**config.mk**
```make
export PLATFORM = sky130hd
export DESIGN_NAME = pipe_step_ctrl
export DESIGN_NICKNAME = d
export VERILOG_FILES = /design/src/rtl/pipe_debug_pkg.sv /design/src/rtl/pipe_step_ctrl_sat_counter.sv /design/src/rtl/pipe_step_ctrl.sv
export SDC_FILE = /design/constraint.sdc
export NUM_CORES = 1
export LEC_CHECK = 0
export ABC_AREA = 1
export BUFFER_PORTS_ARGS = -buffer_cell sky130_fd_sc_hd__buf_2
export CAP_MARGIN = 10
export CORE_MARGIN = 3
export CORE_UTILIZATION = 57
export CTS_CLUSTER_SIZE = 30
export DETAILED_ROUTE_END_ITERATION = 12
export GPL_TIMING_DRIVEN = 0
export PLACE_DENSITY = 0.78
export SLEW_MARGIN = 0
export SYNTH_ARGS = -nofsm -noshare
export SYNTH_HDL_FRONTEND = slang
export SYNTH_SLANG_ARGS = --single-unit
export TNS_END_PERCENT = 20
```
**constraint.sdc**
```tcl
create_clock -name clk -period 2.27 [get_ports clk]
set_clock_uncertainty 0.2 [all_clocks]
set_input_delay 0.3405 -clock clk [delete_from_list [all_inputs] [get_ports clk]]
set_output_delay 0.3405 -clock clk [all_outputs]
set_load 0.05 [all_outputs]
```
**src/rtl/pipe_debug_pkg.sv**
```systemverilog
// Shared definitions for the pipeline run-control block: debug command codes,
// controller state encoding and the Moore output decode used by pipe_step_ctrl.
package pipe_debug_pkg;

    localparam logic [1:0] CMD_RUN   = 2'd0;
    localparam logic [1:0] CMD_STEP  = 2'd1;
    localparam logic [1:0] CMD_HALT  = 2'd2;
    localparam logic [1:0] CMD_FLUSH = 2'd3;

    typedef enum logic [2:0] {
        ST_IDLE  = 3'd0,
        ST_RUN   = 3'd1,
        ST_STEP  = 3'd2,
        ST_FLUSH = 3'd3,
        ST_DONE  = 3'd4
    } state_t;

    typedef struct packed {
        logic pipeEnable;
        logic pipeFlush;
        logic running;
        logic done;
        logic cmdReady;
    } ctrlOut_t;

    // Output values that belong to a given controller state
    function automatic ctrlOut_t decodeState(input state_t s);
        ctrlOut_t o;
        o.pipeEnable = (s == ST_RUN) || (s == ST_STEP) || (s == ST_FLUSH);
        o.pipeFlush  = (s == ST_FLUSH);
        o.running    = (s == ST_RUN);
        o.done       = (s == ST_DONE);
        o.cmdReady   = (s == ST_IDLE) || (s == ST_RUN) || (s == ST_DONE);
        return o;
    endfunction

endpackage

```
**src/rtl/pipe_step_ctrl_sat_counter.sv**
```systemverilog
// Saturating up-counter with synchronous clear; holds at all-ones instead of
// wrapping so a long debug run never reports a small cycle count.
module sat_counter #(
    parameter int WIDTH = 32
) (
    input  logic             clk,
    input  logic             reset,
    input  logic             clear,
    input  logic             enable,
    output logic [WIDTH-1:0] count
);

    // Clear wins over enable; increment stops once every bit is set
    always_ff @(posedge clk) begin
        if (reset || clear) begin
            count <= '0;
        end else if (enable && (count != {WIDTH{1'b1}})) begin
            count <= count + WIDTH'(1);
        end
    end

endmodule

```
**src/rtl/pipe_step_ctrl.sv**
```systemverilog
// Run-control sequencer for the 5-stage pipeline under debug. Accepts
// RUN/STEP/HALT/FLUSH commands over a valid/ready handshake, drives the global
// pipeline enable and flush lines, stops when the halt instruction retires and
// counts executed cycles. Optional macro BREAKPOINT_EN adds a PC breakpoint
// that freezes the pipe and drops back to IDLE while running.
module pipe_step_ctrl
    import pipe_debug_pkg::*;
#(
    parameter int CNT_WIDTH    = 32,
    parameter int FLUSH_CYCLES = 5
) (
    input  logic                 clk,
    input  logic                 reset,
    input  logic                 cmdValid,
    input  logic [1:0]           cmdCode,
    output logic                 cmdReady,
    input  logic                 haltWB,
`ifdef BREAKPOINT_EN
    input  logic                 bpArm,
    input  logic [31:0]          bpAddr,
    input  logic [31:0]          pcFE,
`endif
    output logic                 pipeEnable,
    output logic                 pipeFlush,
    output logic                 running,
    output logic                 done,
    output logic [CNT_WIDTH-1:0] cycleCount
);

    localparam int FW = (FLUSH_CYCLES > 1) ? $clog2(FLUSH_CYCLES) : 1;
    localparam logic [FW-1:0] FLUSH_LOAD = FW'(FLUSH_CYCLES - 1);

    state_t        state;
    state_t        nextState;
    logic [FW-1:0] flushCnt;
    logic [FW-1:0] flushNext;
    ctrlOut_t      outReg;
    logic          accept;
    logic          bpHit;
    logic          cntClear;
    logic          cntEnable;

    assign accept = cmdValid && outReg.cmdReady;

`ifdef BREAKPOINT_EN
    logic firstRun;

    assign bpHit = (state == ST_RUN) && !firstRun && bpArm && (pcFE == bpAddr)
                 && !(accept && ((cmdCode == CMD_HALT) || (cmdCode == CMD_FLUSH)));
`else
    assign bpHit = 1'b0;
`endif

    // Next-state and flush-counter decode from the current state and command
    always_comb begin
        nextState = state;
        flushNext = flushCnt;
        case (state)
            ST_IDLE: begin
                if (accept) begin
                    case (cmdCode)
                        CMD_RUN:   nextState = ST_RUN;
                        CMD_STEP:  nextState = ST_STEP;
                        CMD_FLUSH: begin
                            nextState = ST_FLUSH;
                            flushNext = FLUSH_LOAD;
                        end
                        default:   nextState = ST_IDLE;
                    endcase
                end
            end
            ST_RUN: begin
                if (bpHit) begin
                    nextState = ST_IDLE;
                end else if (haltWB) begin
                    nextState = ST_DONE;
                end else if (accept) begin
                    if (cmdCode == CMD_HALT) begin
                        nextState = ST_IDLE;
                    end else if (cmdCode == CMD_FLUSH) begin
                        nextState = ST_FLUSH;
                        flushNext = FLUSH_LOAD;
                    end
                end
            end
            ST_STEP: begin
                nextState = haltWB ? ST_DONE : ST_IDLE;
            end
            ST_FLUSH: begin
                if (flushCnt == '0) begin
                    nextState = ST_IDLE;
                end else begin
                    flushNext = flushCnt - FW'(1);
                end
            end
            ST_DONE: begin
                if (accept && (cmdCode == CMD_FLUSH)) begin
                    nextState = ST_FLUSH;
                    flushNext = FLUSH_LOAD;
                end
            end
            default: begin
                nextState = ST_IDLE;
            end
        endcase
    end

    // State register with outputs registered from the state being entered
    always_ff @(posedge clk) begin
        if (reset) begin
            state    <= ST_IDLE;
            flushCnt <= '0;
            outReg   <= decodeState(ST_IDLE);
`ifdef BREAKPOINT_EN
            firstRun <= 1'b0;
`endif
        end else begin
            state    <= nextState;
            flushCnt <= flushNext;
            outReg   <= decodeState(nextState);
`ifdef BREAKPOINT_EN
            firstRun <= (state != ST_RUN) && (nextState == ST_RUN);
`endif
        end
    end

    assign pipeEnable = outReg.pipeEnable && !bpHit;
    assign pipeFlush  = outReg.pipeFlush;
    assign running    = outReg.running;
    assign done       = outReg.done;
    assign cmdReady   = outReg.cmdReady;

    // The count reads zero for the whole flush window and only counts real work
    assign cntClear  = (state == ST_FLUSH) || (nextState == ST_FLUSH);
    assign cntEnable = pipeEnable && (state != ST_FLUSH);

    sat_counter #(
        .WIDTH (CNT_WIDTH)
    ) cycleCounter (
        .clk    (clk),
        .reset  (reset),
        .clear  (cntClear),
        .enable (cntEnable),
        .count  (cycleCount)
    );

endmodule

```
Yosys cells after proc, flatten, opt, wreduce, memory -nomap -nowiden. Cells that the tools add are included.

Register bits after elaboration: 43.

Reductions and logical operators: 16. Multiplexer cells: 18. Add/sub/neg operators: 2. Equal/unequal tests: 19.

Operators with widths (number): 3-bit 2-to-1 mux (15); 32-bit by 1-bit adder with 32-bit output (second input constant) (1); 32-bit inequality test (second input constant) (1); 3-bit one-hot mux with 5 select lines (1); 3-bit by 2-bit equality test with 1-bit output (second input constant) (4); 2-bit inequality test (second input constant) (6); 3-bit one-hot mux with 4 select lines (1); 3-bit logical NOT (3); 7-bit AND reduction (1); 3-bit by 1-bit equality test with 1-bit output (second input constant) (2); 3-bit equality test (second input constant) (2); 1-bit logical OR (6); 2-bit one-hot mux with 3 select lines (1); 2-bit equality test (second input constant) (2); 1-bit logical AND (4); 4-bit nonzero test (1); 3-bit by 2-bit inequality test with 1-bit output (second input constant) (1); 3-bit by 1-bit subtractor with 3-bit output (second input constant) (1); 2-bit by 1-bit equality test with 1-bit output (second input constant) (1); 2-bit logical NOT (1).

Logic depth before layout (Yosys ltp). Gate-level depths: netlist (run 1).

Depth in word-level cells: 9. Mapped depth: 11. Gate-level depth less buffers: 10.

Cells and area by module. A second synthesis (run 1) with hierarchy kept.

Cells, all modules: 417. Area, all modules: 2653.8 um^2.

By module, submodules not included: sat_counter (instances 1, area each 2028.2 um^2, cells each 328); pipe_step_ctrl (instances 1, area each 625.6 um^2, cells each 89).

Worst setup path after synthesis (run 1). OpenSTA, ideal clock, no wires.

Path type: register to register. Start point: register cycleCounter.count[0]. End point: register cycleCounter.count[28]. Slack: -0.013 ns. Arrival time: 2.017 ns. Library setup time: 0.066 ns. Cell stages (with the launch flop): 12. Required time: 2.004 ns. Period minus slack after synthesis: 2.283 ns. Buffers on the path: 2. Cell sequence: dfxtp_1 ha_1 nand2_2 nor2_4 nand2_4 nor2_4 nand2_4 nand2_4 buf_6 buf_6 nand2_1 a21oi_2.

Cells in the longest elaborated chain, start to end: 2.

RTL lines: from (decl) (line pipe_step_ctrl_sat_counter.sv:10) `output logic [WIDTH-1:0] count`; from (signal assigned) (line pipe_step_ctrl_sat_counter.sv:18) `count <= count + WIDTH'(1);`; parallel branches: the longest is 2 deep, another holds 32-bit by 1-bit adder with 32-bit output.

Parallel ways; which one is timed is not known. A chain may end at the register's enable or synchronous reset.

Worst setup path after layout (run 1).
Start point: register cycleCounter.count[0]. End point: register cycleCounter.count[16].

The elaborated chain is that of the path after synthesis.

==> results of run 1 <==
-- worst max-delay path: stages, from the launching register on --
cell	delay, ps
dfxtp_2	380
ha_1	220
nand2_2	80
nor2_4	190
nand2_4	90
nor2_4	180
nand2_4	100
nand2_4	70
buf_6	150
buf_6	150
nand2_1	60
a21oi_1	150
-- synth_stat cells --
master	number
nand2_2	2
buf_2	5
inv_2	3
ha_1	8
nand3_1	25
nor2_4	4
o21ai_0	3
xnor2_1	5
xor2_1	9
inv_1	41
dfxtp_1	43
nand2_1	173
nand4_1	8
o22ai_1	1
buf_6	3
a21oi_2	4
nand2_4	3
nor2_2	2
o211ai_1	1
nand3b_1	1
nor2_1	66
or2_2	1
a21oi_1	30
-- worst max path at each step --
stage,start,end,slack (ps),cells after the start
final,cycleCounter.count[0],cycleCounter.count[16],170,11
after global routing,flushCnt[0],cycleCounter.count[17],20,10
after CTS,cycleCounter.count[0],cycleCounter.count[16],180,11
after detailed placement,cmdCode[0],cycleCounter.count[16],180,10
after global placement,cmdCode[1],cycleCounter.count[20],200,10
after floorplan,cycleCounter.count[6],cycleCounter.count[28],160,10
-- cell type report --
type,instances,area (µm²)
clock inverter,2,37.5
sequential,43,863
clock buffer,5,68.8
multi-input combinational,346,1630
buffer,8,58.8
inverter,44,165
tap,52,65.1
fill,411,1380
timing repair buffer,42,210
-- registers in the layout, indices dropped and copies added, names as in the netlist --
register and flops:
pipeFlush 1, cmdReady 1, cycleCounter.count 32, state 3, done 1, flushCnt 3, running 1, pipeEnable 1
-- where the power goes --
group	internal, W	switching, W	leakage (nW)	total [W]
Combinational	0.0000571	0.000140	0.938	0.000197
Clock	0.000322	0.000270	0.0502	0.000592
Sequential	0.000770	0.0000118	0.348	0.000782
-- cells by family after synthesis --
group | after synthesis
compound gates | 39
xor+xnor | 14
fa+ha+maj | 8
buf+inv | 52
flops | 43
simple gates | 285
-- metal layers --
| metal | global-route usage, % | wire length (µm) | vias up |
|---|---|---|---|
| met5 | 0 | 0 | - |
| met4 | 6.32 | 85 | 0 |
| met3 | 4.14 | 416 | 8 |
| met2 | 40.8 | 3030 | 81 |
| met1 | 33.7 | 3090 | 1263 |
| li1 | - | - | 1477 |
-- stage by stage --
stage          power, W  utilization (%)  hold slack, ps
3_3_place_gp   0.000992             66.8             264
4_1_cts         0.00159             69.2            72.4
6_report        0.00157             69.2            78.3
3_5_place_dp   0.000996             66.8             273
2_1_floorplan  0.000943                -             210
5_1_grt         0.00163             69.2            88.6
==> metrics.cfg, run 1 <==
[cells_and_area]
drive_gt1_share_pct = 15.9
finalInstanceArea_um2 = 3100
syn2layout_area_growth_pct = 14.2
fin_cells = 542
mostFrequentLayoutCells = 173 x nand2_1, 66 x nor2_1, 47 x buf_2
fin_nets = 504
mostFrequentLayoutCell = nand2_1
num_antenna_cells = 0

[detailed_routing]
firstDrtPassIters = 7
drc = 0
viasPerCell = 5.22
detail-route-antenna-nets = 0
dr.first_iter.drc_count = 211
routedWlPerCell_um = 12.2
routed_wl_um = 6630
via_count = 2829

[place]
dpl_cell_area_um2 = 2990
port-buffer-count = 42
gp_congestion = 0.923
place_ws_ps = 178
post-dp-hpwl_um = 5160
dp.cells = 535

[floorplan]
io_pins = 43
core_um2 = 4470
die-area_um2 = 5620
die_w_um = 75.0
dieHeight_um = 75.0
core.rowCount = 24
initial_core_util_pct = 60.6

[clocking]
htree_num_levels = 2
cts_hold_buf = 0
cts.sinks = 43
worstSkewPairLatency_ps = 300
cts_resized = 0
clk_pin_slew_worst_paths_ps = 90
numCtsBuffers = 5
root_buffer = clkbuf_8
clockBufferDepth = 2
cts_tree = done
post_cts_buffers = 0

[worst_setup_path]
end_kind = flop
rr_startpoint = cycleCounter.count[0]
critPathMaxFanout = 10
criticalPathCategory = reg -> reg
rrSetupSlack_ps = 170
rr_worst_depth = 11
arrival_ps = 2120
timing.rr.end = cycleCounter.count[16]
worst_ep_required_time_ps = 2290
crit_path_start_kind = flop

[synth]
synthXorXnorAreaFrac_pct = 4.52
ys_ff_latch = 43
postSynthAreaPerCell_um2 = 6.15
synth_nets = 455
synthCells = 441
synth.area.top_cells = dfxtp_1 32%, nand2_1 24%, nor2_1 9.1%
synth-seq-area-share_pct = 31.7
yosys.area_share.simple_pct = 43.9
synth_compound_area_share_pct = 7.89
synth_top_area_cell = dfxtp_1
yosys_warnings = 0
yosysTopAreaCellShare_pct = 31.7
synth-adder-area-share_pct = 3.69
synth_cell_types = 23
syn_area_um2 = 2710
synth_top_family_by_area = simple AND/OR/NAND/NOR gates
synthMuxAreaShare_pct = 0

[timing]
fin_crit_ps = 2100
max_freq_ghz = 0.476
worst_slack_ps = 171
timing.final.crit_share_pct = 92.5
setup_viol = 0
tns_ps = 0
final_hold_viol_count = 0
tightest_slew_ps = 438
finalMaxSlewViolations = 0
slew_headroom_pct = 70.8
rsz0062_at_grt = false

[job]
max-cap-violations = 0

[min_path]
worstHoldEndpoint = done
hold_class = in -> reg
whs_path_depth = 2
hold_start = reset

[power]
p_leak_nw = 1.34
pwr_density_cell_nw_per_um2 = 507
ir_worst_vdd_v = 0.000358

[global_routing]
grt_usage_pct = 24.8
grt_pass1_wl_um = 10700
grt_max_degree = 14
antenna_found_initial = 0
grt_overflow = 0
grt_pass1_vias = 2395

[run_status]
status = finished clean

(Power assumes the default switching activity.)
==> run 2: changes to the inputs <==
--- a/config.mk
+++ b/config.mk
@@ -5,17 +5,17 @@
 export SDC_FILE = /design/constraint.sdc
 export NUM_CORES = 1
 export LEC_CHECK = 0
-export ABC_AREA = 1
 export BUFFER_PORTS_ARGS = -buffer_cell sky130_fd_sc_hd__buf_2
 export CAP_MARGIN = 10
 export CORE_MARGIN = 3
-export CORE_UTILIZATION = 57
+export CORE_UTILIZATION = 55
 export CTS_CLUSTER_SIZE = 30
 export DETAILED_ROUTE_END_ITERATION = 12
 export GPL_TIMING_DRIVEN = 0
-export PLACE_DENSITY = 0.78
+export PLACE_DENSITY = 0.77
 export SLEW_MARGIN = 0
 export SYNTH_ARGS = -nofsm -noshare
 export SYNTH_HDL_FRONTEND = slang
+export SYNTH_HIERARCHICAL = 1
 export SYNTH_SLANG_ARGS = --single-unit
 export TNS_END_PERCENT = 20
==> metrics.cfg, run 2 <==
[synth]
syn_area_um2 = 2250  ; -17%
ys_top_cells_by_count = 43 x dfxtp_1, 25 x a21oi_1, 15 x nand3_1, 15 x or3_1, 13 x nand2_1
yosys_warnings = 6  ; +6
synth_nets = 263  ; -42%
synthCells = 251  ; -43%
synth_top_area_cell = dfxtp_1
synth.area.top_cells = dfxtp_1 38%, a21oi_1 5.6%, or3_1 4.2%
synth-main-ff-cell = dfxtp_1
ys_ff_latch = 43  ; unchanged
synthArstFlopShare_pct = 0  ; unchanged
synth-seq-area-share_pct = 38.2  ; +6.5 points
postSynthAreaPerCell_um2 = 8.98  ; +46%
synth_edf_count = 0  ; unchanged
synth_cell_types = 50  ; +120%
yosysTopAreaCellShare_pct = 38.2  ; +6.5 points
yosysMostFrequentCell = dfxtp_1

[cells_and_area]
largest_reg_flops = 32  ; unchanged
finalInstanceArea_um2 = 2760  ; -11%
fill_cells = 310  ; -25%
mostFrequentLayoutCells = 42 x buf_2, 29 x dfxtp_1, 25 x a21oi_1
drive_gt1_share_pct = 36.6  ; +21 points
num_antenna_cells = 0  ; unchanged
fin_nets = 317  ; -37%
syn2layout_area_growth_pct = 22.5
largest_register = cycleCounter/count
top_regs = cycleCounter/count (32), flushCnt (3), state (3)
mostFrequentLayoutCell = buf_2

[clocking]
numCtsBuffers = 5  ; unchanged
cts_tree = done
htree_num_levels = 2  ; unchanged
clockBufferDepth = 2  ; unchanged
root_buffer = clkbuf_8
clk_pin_slew_worst_paths_ps = 80  ; about the same
worstSkewPairLatency_ps = 290  ; about the same
cts.sinks = 43  ; unchanged

[power]
seqPwrFrac_pct = 52.1  ; +2.3 points
comb_power_share_pct = 12.9  ; +0.4 points
p_int_w = 0.00112  ; -2.7%
p_leak_nw = 1.03  ; -23%
pwr_density_cell_nw_per_um2 = 543  ; +7.1%
switching_share_pct = 25.5  ; -1.4 points
finalPower_w = 0.00150  ; -4.5%
ir_worst_vdd_v = 0.000372  ; +3.8%
clkPwrFrac_pct = 35.1  ; -2.6 points
p_switching_w = 0.000382  ; -9.4%

[global_routing]
grt_pass1_wl_um = 8700  ; -19%
grt_overflow = 0  ; unchanged
antenna_found_initial = 0  ; unchanged
grt_pass1_vias = 1834  ; -23%
grt_usage_pct = 21.5  ; -3.2 points
grt_max_degree = 13  ; -1

[detailed_routing]
routedWlPerCell_um = 14.7  ; +21%
drc = 0  ; unchanged
dr.first_iter.drc_count = 109  ; -48%
routed_wl_um = 5220  ; -21%
viasPerCell = 6.00  ; +15%
via_count = 2123  ; -25%
firstDrtPassIters = 4  ; -3
detail-route-antenna-nets = 0  ; unchanged

[floorplan]
core_um2 = 3800  ; -15%
io_pins = 43  ; unchanged
die_w_um = 70.0  ; -6.6%
dieHeight_um = 70.0  ; -6.6%
core.rowCount = 22  ; -8.3%
die-area_um2 = 4900  ; -13%
initial_core_util_pct = 59.3  ; -1.3 points

[worst_setup_path]
end_kind = flop
critPathMaxFanout = 6  ; -4
worst_ep_required_time_ps = 2300  ; about the same
rr_worst_depth = 8  ; -3
arrival_ps = 2190  ; +70 ps
crit_path_start_kind = flop
criticalPathCategory = reg -> reg

[min_path]
whs_path_depth = 2  ; unchanged
hold_class = in -> reg

[timing]
timing.final.crit_share_pct = 94.9  ; +2.4 points
max_freq_ghz = 0.464  ; -2.5%
tightest_slew_ps = 494  ; +56.3 ps
fin_crit_ps = 2150  ; +54.7 ps
final_hold_viol_count = 0  ; unchanged
setup_viol = 0  ; unchanged
slew_headroom_pct = 67.0  ; -3.8 points
tns_ps = 0  ; unchanged
finalMaxSlewViolations = 0  ; unchanged

[run_status]
status = finished clean

[place]
port-buffer-count = 42  ; unchanged
gp_congestion = 0.823  ; -11%
post-dp-hpwl_um = 3670  ; -29%
dpl_cell_area_um2 = 2530  ; -15%

[job]
max-cap-violations = 0  ; unchanged

## run 2: cell types whose count changed after synthesis, moves of 5 or more
cell and change:
o31ai_1 +9, buf_2 -5, or3_1 +15, nor2_1 -54
nand3_1 -10, or4_1 +9, xor2_1 -7, inv_1 -31
nand2_1 -160, o21ai_0 +9, o21ai_1 +8, a21oi_1 -5
## run 2: final timing paths
path	from	to	slack, ps
worst min register to register	cycleCounter/count[21]	cycleCounter/count[21]	290
worst max register to register	state[2]	cycleCounter/count[31]	120
worst min-delay path	reset	done	50
worst max-delay path	state[2]	cycleCounter/count[31]	120
## run 2: repair_timing
item	in CTS	in global routing
buffers inserted	1	5
hold buffers	0	0
endpoints found under the setup margin	30	30
pin swaps	0	6
gates resized for setup	9	15
## run 2: final cells by class
class                      count  area (µm²)  share of cell area, %
clock buffer                   8         100                   3.63
sequential                    43         886                   32.1
tap                           48        60.1                   2.18
buffer                         9        96.3                   3.49
inverter                      10        37.5                   1.36
timing repair buffer          48         255                   9.25
multi-input combinational    188        1330                   48.0
## run 2: kinds of logic (layout without fill, tap and decap cells)
group / Yosys count / after routing / share of synthesized area [%]
flip-flops: 43 / 43 / 38.2
AO/OA/AOI/OAI: 75 / 75 / 23.3
multiplexers: 2 / 2 / 0.888
adder cells (fa/ha/maj): 6 / 6 / 3.33
XOR/XNOR: 3 / 3 / 1.17
buffers and inverters: 20 / 75 / 5.22
AND/OR/NAND/NOR: 102 / 102 / 27.9
## run 2: power groups by stage
| stage | clock [W] | sequential, W | combinational (W) |
|---|---|---|---|
| 2_1_floorplan | 0 | 0.000833 | 0.0000929 |
| 3_3_place_gp | 0 | 0.000800 | 0.000166 |
| 3_5_place_dp | 0 | 0.000800 | 0.000168 |
| 4_1_cts | 0.000543 | 0.000784 | 0.000179 |
| 5_1_grt | 0.000573 | 0.000782 | 0.000209 |
| 6_report | 0.000526 | 0.000781 | 0.000193 |
## run 2: metal layers
metal	share of wire (%)	vias up	track usage [%]
met4	0.75	0	7.23
met1	46	1003	29.1
met5	0	-	0
met2	49	50	34.4
li1	-	1066	-
met3	4.1	4	4.17
## run 2: worst max-delay path: stages, from the launching register on
cell      delay, ps
dfxtp_2         380
inv_1            80
nand3_1         110
and2_4          210
and3_4          220
o311ai_4        130
buf_4           180
or4_1           430
a21oi_2         140
## run 2: stage by stage
step | hold WS (ps) | util (%) | worst slack [ps] | cells
finish | 52.3 | 72.7 | 116 | 354
global route | 49.6 | 72.7 | -1.53 | 354
CTS | 31.2 | 70.3 | 7.33 | 349
detailed placement | 281 | 66.7 | -390 | 341
global placement | 273 | 66.7 | -381 | 341
floorplan | 212 | - | -40.3 | 251
==> run 3: changes to the inputs <==
--- a/config.mk
+++ b/config.mk
@@ -12,7 +12,7 @@
 export CTS_CLUSTER_SIZE = 30
 export DETAILED_ROUTE_END_ITERATION = 12
 export GPL_TIMING_DRIVEN = 0
-export PLACE_DENSITY = 0.77
+export PLACE_DENSITY = 0.85
 export SLEW_MARGIN = 0
 export SYNTH_ARGS = -nofsm -noshare
 export SYNTH_HDL_FRONTEND = slang
==> metrics.cfg, run 3 (synthesis gave the netlist of run 2 again) <==
[floorplan]
core.rowCount = 22  ; unchanged
die_w_um = 70.0  ; unchanged
die-area_um2 = 4900  ; unchanged
core_um2 = 3800  ; unchanged
io_pins = 43  ; unchanged
initial_core_util_pct = 59.3  ; unchanged
dieHeight_um = 70.0  ; unchanged

[power]
p_leak_nw = 1.02  ; -1.1%
finalPower_w = 0.00149  ; -0.38%
ir_worst_vdd_v = 0.000517  ; +39%
pwr_density_cell_nw_per_um2 = 544  ; about the same

[worst_setup_path]
slowest_delay_ps = 570  ; +140 ps
timing.rr.end = cycleCounter/count[19]
path_buf_inv = 1  ; -1
crit_chain = nand2_1 > or4_4 > o311ai_4 > buf_6 > or3_2 > a21oi_2
rr_worst_depth = 6  ; -2
crit_path_start_kind = flop
rrSetupSlack_ps = 70  ; -40 ps
critPathMaxFanout = 10  ; +4
critical_path.top_delay_family = simple AND/OR/NAND/NOR gates
criticalPathCategory = reg -> reg
worst_ep_required_time_ps = 2250  ; -50 ps
rr_startpoint = cycleCounter/count[31]
arrival_ps = 2180  ; about the same
critPathSlowestCell = or4_4
end_kind = flop

[global_routing]
grt_pass1_vias = 1944  ; +6.0%
grt_max_degree = 13  ; unchanged
grt_usage_pct = 20.5  ; -1.1 points
grt_pass1_wl_um = 8450  ; -2.9%
grt_overflow = 0  ; unchanged
antenna_found_initial = 0  ; unchanged

[timing]
timing.final.crit_share_pct = 96.8  ; +1.9 points
rsz0062_at_grt = true
slew_headroom_pct = 67.0  ; about the same
tightest_slew_ps = 495  ; +0.360 ps
fin_crit_ps = 2200  ; +44.0 ps
setup_viol = 0  ; unchanged
finalMaxSlewViolations = 0  ; unchanged
tns_ps = 0  ; unchanged
max_freq_ghz = 0.455  ; -2.0%
worst_slack_ps = 72.3  ; -44.0 ps
final_hold_viol_count = 0  ; unchanged

[detailed_routing]
detail-route-antenna-nets = 0  ; unchanged
routedWlPerCell_um = 14.8  ; +0.24%
via_count = 2136  ; +0.61%
routed_wl_um = 5200  ; -0.33%
firstDrtPassIters = 4  ; unchanged
dr.first_iter.drc_count = 143  ; +31%
viasPerCell = 6.07  ; +1.2%
drc = 0  ; unchanged

[min_path]
worstHoldEndpoint = done
whs_path_depth = 2  ; unchanged
hold_class = in -> reg
hold_start = reset

[clocking]
cts.sinks = 43  ; unchanged
root_buffer = clkbuf_8
htree_num_levels = 2  ; unchanged
worstSkewPairLatency_ps = 290  ; about the same
cts_tree = done
clockBufferDepth = 2  ; unchanged
clk_pin_slew_worst_paths_ps = 80  ; about the same
numCtsBuffers = 5  ; unchanged

[cells_and_area]
fill_cells = 289  ; -6.8%
mostFrequentLayoutCells = 42 x buf_2, 28 x dfxtp_1, 25 x a21oi_1
final_util_pct = 72.4  ; -0.30 points
fin_nets = 315  ; -0.63%
top_regs = cycleCounter/count (32), flushCnt (3), state (3)
mostFrequentLayoutCell = buf_2
largest_register = cycleCounter/count
largest_reg_flops = 32  ; unchanged
finalInstanceArea_um2 = 2750  ; -0.41%
syn2layout_area_growth_pct = 22.0
drive_gt1_share_pct = 36.2  ; -0.42 points
num_antenna_cells = 0  ; unchanged

[place]
gp_congestion = 0.852  ; +3.5%
place_ws_ps = -400  ; -10.4 ps
port-buffer-count = 42  ; unchanged
post-dp-hpwl_um = 3700  ; +0.76%
dpl_cell_area_um2 = 2530  ; unchanged

[job]
max-cap-violations = 0  ; unchanged

[run_status]
status = finished clean

run 3: changes by cell type in the layout (fill, tap and decap cells not counted):
cell     change
and4_1       +1
dfxtp_2      +1
buf_4        -2
dfxtp_1      -1
and3_2       -1
and4_2       -1
and3_4       +1
run 3: repair_timing:
item,CTS,global route
resized for setup,9,16
setup buffers,1,3
pin swaps,0,4
hold buffers,0,0
endpoints found under the setup margin,32,30
run 3: area by class of cell:
type	instances	area [µm²]	area share (%)
buffer	9	96.3	3.50
multi-input combinational	188	1330	48.3
tap	48	60.1	2.18
timing repair buffer	46	240	8.74
inverter	10	37.5	1.37
sequential	43	887	32.3
clock buffer	8	100	3.64
run 3: how the worst max path moves through the flow:
stage / startpoint / endpoint / slack [ps] / cells past startpoint
floorplan: cycleCounter/count[12] / cycleCounter/count[1] / -40 / 7
global placement: flushCnt[0] / cycleCounter/count[9] / -350 / 10
detailed placement: flushCnt[0] / cycleCounter/count[13] / -400 / 10
CTS: cycleCounter/count[0] / cycleCounter/count[1] / 0.3 / 8
global route: cycleCounter/count[18] / cycleCounter/count[1] / -50 / 8
finish: cycleCounter/count[31] / cycleCounter/count[19] / 70 / 6
run 3: report_power, final:
part	switching (W)	internal (W)
combinational	0.000117	0.0000714
clock	0.000246	0.000278
sequential	0.0000153	0.000767
run 3: stage by stage:
step           hold slack, ps  cells
4_1_cts                  40.9    349
3_3_place_gp              268    341
2_1_floorplan             212    251
5_1_grt                  49.8    352
6_report                 55.1    352
3_5_place_dp              290    341
run 3: layer usage:
| layer | global-route usage, % | vias up | wire, µm |
|---|---|---|---|
| met5 | 0 | - | 0 |
| met4 | 6.60 | 0 | 76 |
| met3 | 3.74 | 7 | 219 |
| met2 | 36.1 | 48 | 2620 |
| met1 | 25.0 | 1022 | 2290 |
| li1 | - | 1059 | - |
